**config.mk**
```make
export PLATFORM = sky130hd
export DESIGN_NAME = syn_fifo_burst_reader
export DESIGN_NICKNAME = d
export VERILOG_FILES = /design/src/rtl/syn_fifo_burst_reader_pkg.sv /design/src/rtl/syn_fifo_burst_reader_skid_buf.sv /design/src/rtl/syn_fifo_burst_reader.sv
export SDC_FILE = /design/constraint.sdc
export NUM_CORES = 1
export LEC_CHECK = 0
export BUFFER_PORTS_ARGS = -buffer_cell sky130_fd_sc_hd__buf_2
export CAP_MARGIN = 10
export CORE_MARGIN = 2
export CORE_UTILIZATION = 54
export DETAILED_ROUTE_END_ITERATION = 16
export PLACE_DENSITY = 0.73
export SETUP_SLACK_MARGIN = 0.05
export SLEW_MARGIN = 15
export SYNTH_ARGS = -nofsm -noshare
export SYNTH_HDL_FRONTEND = slang
export SYNTH_SLANG_ARGS = --single-unit
```
**constraint.sdc**
```tcl
create_clock -name clk -period 2.6 [get_ports clk]
set_input_delay 0 -clock clk [delete_from_list [all_inputs] [get_ports clk]]
set_output_delay 0 -clock clk [all_outputs]
set_load 0.05 [all_outputs]
```
**src/rtl/syn_fifo_burst_reader_pkg.sv**
```systemverilog
// Shared definitions for the syn_fifo burst reader: FSM state encoding.
package syn_fifo_burst_reader_pkg;

  typedef enum logic [1:0] {
    IDLE  = 2'd0,
    READ  = 2'd1,
    FLUSH = 2'd2
  } rd_state_e;

endpackage

```
**src/rtl/syn_fifo_burst_reader_skid_buf.sv**
```systemverilog
// In-order register FIFO that absorbs words returning from the syn_fifo read port.
module syn_fifo_burst_reader_skid_buf #(
  parameter int data_width = 8,
  parameter int buf_depth  = 3,
  localparam int cnt_width = $clog2(buf_depth + 1),
  localparam int ptr_width = (buf_depth > 1) ? $clog2(buf_depth) : 1
) (
  input  logic                  clk,
  input  logic                  clr,
  input  logic                  push,
  input  logic [data_width-1:0] push_data,
  input  logic                  pop,
  output logic [data_width-1:0] head,
  output logic [cnt_width-1:0]  count
);

  typedef logic [ptr_width-1:0] ptr_t;
  typedef logic [cnt_width-1:0] cnt_t;

  logic [data_width-1:0] mem_q [buf_depth];
  ptr_t wr_ptr_q, wr_ptr_d;
  ptr_t rd_ptr_q, rd_ptr_d;
  cnt_t count_q, count_d;

  // Depth need not be a power of two, so pointers wrap explicitly.
  function automatic ptr_t next_ptr(input ptr_t p);
    return (p == ptr_t'(buf_depth - 1)) ? '0 : p + ptr_t'(1);
  endfunction

  always_comb begin
    wr_ptr_d = push ? next_ptr(wr_ptr_q) : wr_ptr_q;
    rd_ptr_d = pop  ? next_ptr(rd_ptr_q) : rd_ptr_q;
    count_d  = count_q + cnt_t'(push) - cnt_t'(pop);
  end

  always_ff @(posedge clk or posedge clr) begin
    if (clr) begin
      wr_ptr_q <= '0;
      rd_ptr_q <= '0;
      count_q  <= '0;
      for (int i = 0; i < buf_depth; i++) begin
        mem_q[i] <= '0;
      end
    end else begin
      if (push) begin
        mem_q[wr_ptr_q] <= push_data;
      end
      wr_ptr_q <= wr_ptr_d;
      rd_ptr_q <= rd_ptr_d;
      count_q  <= count_d;
    end
  end

  assign head  = mem_q[rd_ptr_q];
  assign count = count_q;

endmodule

```
**src/rtl/syn_fifo_burst_reader.sv**
```systemverilog
// Pops burst_len words from a syn_fifo (1-cycle read latency) and streams them out
// as valid/ready with a last marker; reads are credit-limited by the output buffer.
module syn_fifo_burst_reader
  import syn_fifo_burst_reader_pkg::*;
#(
  parameter int data_width = 8,
  parameter int len_width  = 8,
  parameter int buf_depth  = 3
) (
  input  logic                  clk,
  input  logic                  clr,
  input  logic                  start,
  input  logic [len_width-1:0]  burst_len,
  output logic                  busy,
  output logic                  done,
  output logic                  fifo_r_en,
  input  logic [data_width-1:0] fifo_data_out,
  input  logic                  fifo_empty,
  output logic                  m_valid,
  input  logic                  m_ready,
  output logic [data_width-1:0] m_data,
  output logic                  m_last
);

  localparam int cnt_width = $clog2(buf_depth + 1);
  typedef logic [cnt_width-1:0] cnt_t;
  typedef logic [cnt_width:0]   cred_t;
  typedef logic [len_width-1:0] len_t;

  rd_state_e state_q, state_d;
  len_t      rd_rem_q, rd_rem_d;
  len_t      out_rem_q, out_rem_d;
  cnt_t      inflight_q;
  cnt_t      count;
  logic      done_q, done_d;
  logic      handshake;
  cred_t     credit_used;

  syn_fifo_burst_reader_skid_buf #(
    .data_width(data_width),
    .buf_depth (buf_depth)
  ) u_skid_buf (
    .clk      (clk),
    .clr      (clr),
    .push     (inflight_q != '0),
    .push_data(fifo_data_out),
    .pop      (handshake),
    .head     (m_data),
    .count    (count)
  );

  // A read is only issued when the buffer has room for it and everything already in flight,
  // so the pop strobe never depends on m_ready.
  assign credit_used = cred_t'(count) + cred_t'(inflight_q);
  assign fifo_r_en   = (state_q == READ) && !fifo_empty && (credit_used < cred_t'(buf_depth));

  assign m_valid   = (count != '0);
  assign handshake = m_valid && m_ready;
  assign m_last    = m_valid && (out_rem_q == len_t'(1));
  assign busy      = (state_q != IDLE);
  assign done      = done_q;

  always_comb begin
    state_d   = state_q;
    rd_rem_d  = rd_rem_q;
    out_rem_d = out_rem_q;
    done_d    = 1'b0;
    case (state_q)
      IDLE: begin
        if (start) begin
          if (burst_len != '0) begin
            rd_rem_d  = burst_len;
            out_rem_d = burst_len;
            state_d   = READ;
          end else begin
            done_d = 1'b1;
          end
        end
      end
      READ: begin
        if (fifo_r_en) begin
          rd_rem_d = rd_rem_q - len_t'(1);
          if (rd_rem_q == len_t'(1)) begin
            state_d = FLUSH;
          end
        end
      end
      FLUSH: begin
        if (handshake && (out_rem_q == len_t'(1))) begin
          state_d = IDLE;
          done_d  = 1'b1;
        end
      end
      default: state_d = IDLE;
    endcase
    // The buffer is always empty in IDLE, so this never collides with the load above.
    if (handshake) begin
      out_rem_d = out_rem_q - len_t'(1);
    end
  end

  always_ff @(posedge clk or posedge clr) begin
    if (clr) begin
      state_q    <= IDLE;
      rd_rem_q   <= '0;
      out_rem_q  <= '0;
      inflight_q <= '0;
      done_q     <= 1'b0;
    end else begin
      state_q    <= state_d;
      rd_rem_q   <= rd_rem_d;
      out_rem_q  <= out_rem_d;
      inflight_q <= cnt_t'(fifo_r_en);
      done_q     <= done_d;
    end
  end

endmodule

```
# Word-level counts from Yosys, hierarchy flattened
# Index checks and enable logic that the tools add are counted.
# totals
ff_bits	50
in_bits	21
output_inout_bits	13
word_cells	77
# op_classes
n_addsub	7
order_cmp	4
eq_ne	11
n_mux	24
bitwise_logic	2
n_reduce_logical	18
# ops
operator	count
$mux 8	8
$bwmux 24	1
$bmux 8 s2	1
$demux 8 s2	1
$eq 8x1->1 const B	2
$pmux 8 s2	1
$sub 8x1->8 const B	2
$mux 2	7
$reduce_bool 2->1	6
$ne 2x2->1 const B	4
$reduce_bool 8->1	1
$eq 2x2->1 const B	3
$ge 3x3->1 const B	2
$logic_and 1x1->1	6
$not 2->3	2
$pmux 2 s3	1
$reduce_and 5->1	1
$add 2x1->2 const B	2
$reduce_and 4->1	1
$add 2x1->3	1
$lt 3x1->1 const B	1
$lt 3x2->1 const B	1
$mux 1	3
$reduce_and 3->1	1
7 further kinds	7

# Longest topological paths before layout
# logic_depth
ltp_word	6
depth_mapped	10
ltp_nobuf	8

# Cells and area by module
# A second synthesis with hierarchy kept.
# hier_totals
hier_cells	231
area_unflattened_um2	2636.3
# by_module_without_submodules
module	n_inst	cells_each	area_each_um2	seq_area_each_um2
syn_fifo_burst_reader_skid_buf	1	91	1326.3	750.7
syn_fifo_burst_reader	1	140	1310.0	500.5

# Worst setup path before layout
# OpenSTA, ideal clock, no wires.
# synth_path
kind	reg2reg
startpoint	register u_skid_buf.count_q[1] (netlist: u_skid_buf.count[1])
endpoint	register u_skid_buf.count_q[1] (netlist: u_skid_buf.count[1])
setup_time_ns	0.123
t_arrival_ns	2.126
t_required_ns	2.477
slack_ns	0.351
stages_incl_launch_ff	11
path_buffers	2
period_less_slack_ns	2.249
cell_sequence	dfrtp_1 > or2_2 > nand2_1 > inv_1 > buf_2 > buf_2 > ha_1 > inv_1 > ha_1 > xnor2_1 > xnor2_1
# synth_via
elab_chain_len	3
elab_cells_between_ends	4
# synth_rtl
item	line_no	text
from (decl)	syn_fifo_burst_reader_skid_buf.sv:23	cnt_t count_q, count_d;
from (signal assigned)	syn_fifo_burst_reader_skid_buf.sv:50	count_q <= count_d;
$reduce_bool 2->1	syn_fifo_burst_reader.sv:57	assign m_valid = (count != '0);
named net m_valid	syn_fifo_burst_reader.sv:19	output logic m_valid,
$logic_and 1x1->1	syn_fifo_burst_reader.sv:58	assign handshake = m_valid && m_ready;
named net handshake	syn_fifo_burst_reader.sv:36	logic handshake;
$sub 2x1->2	syn_fifo_burst_reader_skid_buf.sv:33	count_d = count_q + cnt_t'(push) - cnt_t'(pop);
named net u_skid_buf.count_d[1]	syn_fifo_burst_reader_skid_buf.sv:23	
# The timed path passes the listed nets, and every way through them passes these cells.
# A chain may end at the register's enable or synchronous reset.

# Worst setup path in the final report
# layout_path
startpoint	register inflight_q[0]
endpoint	output fifo_r_en
# layout_via
elab_chain_len	3
# layout_rtl
item	line_no	text
from (decl)	syn_fifo_burst_reader.sv:33	cnt_t inflight_q;
from (signal assigned)	syn_fifo_burst_reader.sv:113	inflight_q <= cnt_t'(fifo_r_en);
$add 2x1->3	syn_fifo_burst_reader.sv:54	assign credit_used = cred_t'(count) + cred_t'(inflight_q);
$lt 3x2->1	syn_fifo_burst_reader.sv:55	assign fifo_r_en = (state_q == READ) && !fifo_empty && (credit_used < cred_t'(buf_depth));
$logic_and 1x1->1	syn_fifo_burst_reader.sv:55	
to (decl)	syn_fifo_burst_reader.sv:16	output logic fifo_r_en,
# No other way between the ends.

==> results_dict.tcl <==
set metrics [dict create \
    seqCellArea_sq_mm 0.001251 \
    post_synth_num_cell_types 46 \
    firstDrtPassIters 4 \
    final_common_cell "dfrtp_1" \
    critPathKind "register to output port" \
    grt_max_degree 51 \
    cts-root-to-sink-buffers 2 \
    yosys_register_bits 50 \
    drt-initial-drc-count 175 \
    crit_path_max_fanout 6 \
    power.leakage_uw 0.001319 \
    yosysSeqAreaShare 0.4836 \
    dp.final_hpwl_um 3721 \
    slowest_delay_ns 0.43 \
    gpl_congestion 0.8856 \
    timing.fmax_mhz 445.6 \
    worst-endpoint-required_ns 2.60 \
    main_combinational_cell_family_by_area_after_synthesis "simple AND/OR/NAND/NOR gates" \
    start_util 0.5552 \
    rsz0062_at_grt "false" \
    dieArea_sq_mm 0.005361 \
    fin_nets 317 \
    timing.final.max_slew_violations 0 \
    io_pins 34 \
    timing_worst_slew_pin_value_ns 0.8536 \
    die_height_um 73.22 \
    worst_case_clock_skew_ns 0.006976 \
    cp_cell_instances "ha_1, ha_1, a211oi_2, nand2_1, inv_1, buf_2" \
    hold_viol_final 0 \
    tritoncts_num_sinks 50 \
    globalRouteOverflowTotal 0 \
    die_w_um 73.22 \
    port_buffers 33 \
    placement_rows 25 \
    cts_post_setup_buffers_inserted 0 \
    synthMuxAreaShare 0.1393 \
    grt_pass1_wl_um 9149 \
    cp_data_arrival_time_ns 2.24 \
    synth_nets 271 \
    holdBufCountCts 13 \
    top_layer_used "met4" \
    timing.slew.headroom 0.4309 \
    numCtsBuffers 5 \
    synth-compound-area-share 0.1436 \
    syn-instance-count 242 \
    clockRootBuffer "clkbuf_8" \
    total_negative_slack_ns 0 \
    cts_tree "built" \
    synth_adder_area_share 0.03868 \
    cpMostUsedCell "ha_1" \
    place_inst 322 \
    setup.worst_path.start_class "register" \
    synth.yosys.warnings 0 \
    critical_path.top_delay_family "adder cells" \
    drc_errors 0 \
    worst_case_vdd_ir_drop_mv 0.6594 \
    detailroute.wirelength.met3_um 190 \
    met1_wl_um 2515 \
    final_cells 342 \
    cts_resized 0 \
    critPathBufInv 2 \
    clkLatencyLatePin_ns 0.31 \
    synth_simple_gate_area_frac 0.1446 \
    cts_max_level 2 \
    postRouteAntennaNets 0 \
    timing.final.crit_period_ns 2.244 \
    layout_common_cells "50 x dfrtp_1, 33 x buf_2, 24 x mux2_2, 21 x o21ai_0, 21 x nand2_1" \
    timing.max_cap.violations 0 \
    period_share 0.8631 \
    syn_avg_cell_area_sq_um 10.69 \
    layout-drive-gt1-share 0.2708 \
    cts.reportedPaths.clkPinSlew_ns 0.09 \
    post_synth_xor_area_fraction 0.01015 \
    detailedPlace.worstSlack_ns 0.4859 \
    worstHoldPathType "input pin to register" \
    multiInputGateArea_sq_mm 0.001232 \
    setup.worst_path.end_class "output port" \
    filler_cell_count 373 \
    setup_slack_ns 0.3561 \
    route.final.wire_length_um 5426 \
    slowest_cp_cell "dfrtp_1" \
    grt_pass1_vias 1911 \
    detail_route.wl_per_cell_um 15.87 \
    detailroute.via_count 1953 \
    groute.usage.overall 0.2260 \
    syn_to_final_growth_pct 15.86 \
    drt-vias-per-instance 5.711 \
    synth_area_sq_mm 0.002587 \
    p_per_area_mw_per_mm2 1298 \
    core_region_area_sq_mm 0.004661 \
    run_status "finished clean" \
    met2_wirelength_um 2642 \
    antenna-diode-count 0 \
    number_of_antenna_violations_at_the_first_check_in_global_routing 0 \
    finalSetupViolations 0 \
]
## sequential cells by signal, summed over array words and instances (netlist names)
register and count:
u_skid_buf.count 2, u_skid_buf.rd_ptr_q 2, inflight_q 1, done 1, state_q 2, u_skid_buf.wr_ptr_q 2
u_skid_buf.mem_q 24, out_rem_q 8, rd_rem_q 8
## through the flow
step	utilization	hold slack (ns)	cell area [sq um]	total power, uW
5_1_grt	0.6432	0.003844	2998	4187
2_1_floorplan	-	0.1300	2587	3028
3_3_place_gp	0.5981	0.2634	2788	3397
4_1_cts	0.6430	0.004905	2997	3905
6_report	0.6432	0.009937	2998	3892
3_5_place_dp	0.5981	0.2649	2788	3458
## cells in the mapped netlist, drive strengths merged
cell type | n | share of area
o311ai | 3 | 0.010
nand4b | 1 | 0.0034
nor3b | 3 | 0.011
xnor2 | 2 | 0.0068
nor2 | 8 | 0.012
buf | 6 | 0.015
o311a | 1 | 0.0044
dfrtp | 50 | 0.48
and3 | 1 | 0.0024
inv | 13 | 0.019
nand3 | 7 | 0.014
o21ai | 22 | 0.047
o41ai | 1 | 0.0034
nand2 | 21 | 0.030
or3 | 2 | 0.0048
or2 | 2 | 0.0048
nand3b | 2 | 0.0058
o22a | 1 | 0.0034
o221ai | 1 | 0.0034
and2 | 1 | 0.0024
ha | 8 | 0.039
mux2 | 24 | 0.10
a211oi | 1 | 0.0048
nand2b | 2 | 0.0048
or4 | 2 | 0.0087
or3b | 1 | 0.0034
o211ai | 7 | 0.020
nand4 | 2 | 0.0048
o22ai | 1 | 0.0024
a21oi | 7 | 0.014
a22oi | 1 | 0.0029
nor3 | 6 | 0.014
a31oi | 5 | 0.012
xor2 | 1 | 0.0034
nor4 | 4 | 0.0097
a221oi | 2 | 0.0068
mux2i | 9 | 0.035
a21o | 2 | 0.0058
clkbuf | 4 | 0.0058
nor2b | 4 | 0.0097
a41oi | 1 | 0.0034
## power by group
part | internal (uW) | switching (uW)
registers | 1150 | 347
logic | 767 | 1180
clock network | 181 | 259
total | 2100 | 1790
## worst paths after layout
check	start	endpoint	slack, ns	cells after the start
hold reg to reg	u_skid_buf.mem_q[3]	u_skid_buf.mem_q[3]	0.51	1
setup / recovery	inflight_q[0]	fifo_r_en	0.36	6
max in group asynchronous	clr	u_skid_buf.mem_q[22]	1.71	3
hold / removal	burst_len[7]	out_rem_q[7]	0.01	2
min in group asynchronous	clr	u_skid_buf.mem_q[8]	0.37	3
setup reg to reg	inflight_q[0]	rd_rem_q[3]	0.47	6
## logic make-up (layout without fill, tap and decap cells)
| kind of cell | after synthesis | count (layout) |
|---|---|---|
| AO/OA/AOI/OAI | 56 | 56 |
| XOR/XNOR | 3 | 3 |
| adder cells (fa/ha/maj) | 8 | 8 |
| buffers and inverters | 23 | 69 |
| flip-flops | 50 | 50 |
| multiplexers | 33 | 33 |
| AND/OR/NAND/NOR | 69 | 69 |
## per-layer routing
metal  vias up  global-route usage
li1        971                   -
met1       939              0.2888
met2        35              0.3854
met3         8             0.04696
met4         0             0.06790
met5         -                   0
## worst register-to-register path: stages (launching register included)
cell	delay (ns)
dfrtp_1	0.43
ha_1	0.20
ha_1	0.28
a211oi_2	0.39
nand2_1	0.22
and2_1	0.28
o22a_1	0.23
## cell type report
type                            count  area share
Tap cell                           54     0.02254
Sequential cell                    50      0.4174
Inverter                           13     0.01669
Clock inverter                      2    0.003339
Timing Repair Buffer               49      0.1060
Multi-Input combinational cell    169      0.4111
Clock buffer                        5     0.02295
Note: power is estimated with default switching activity, not from simulation.
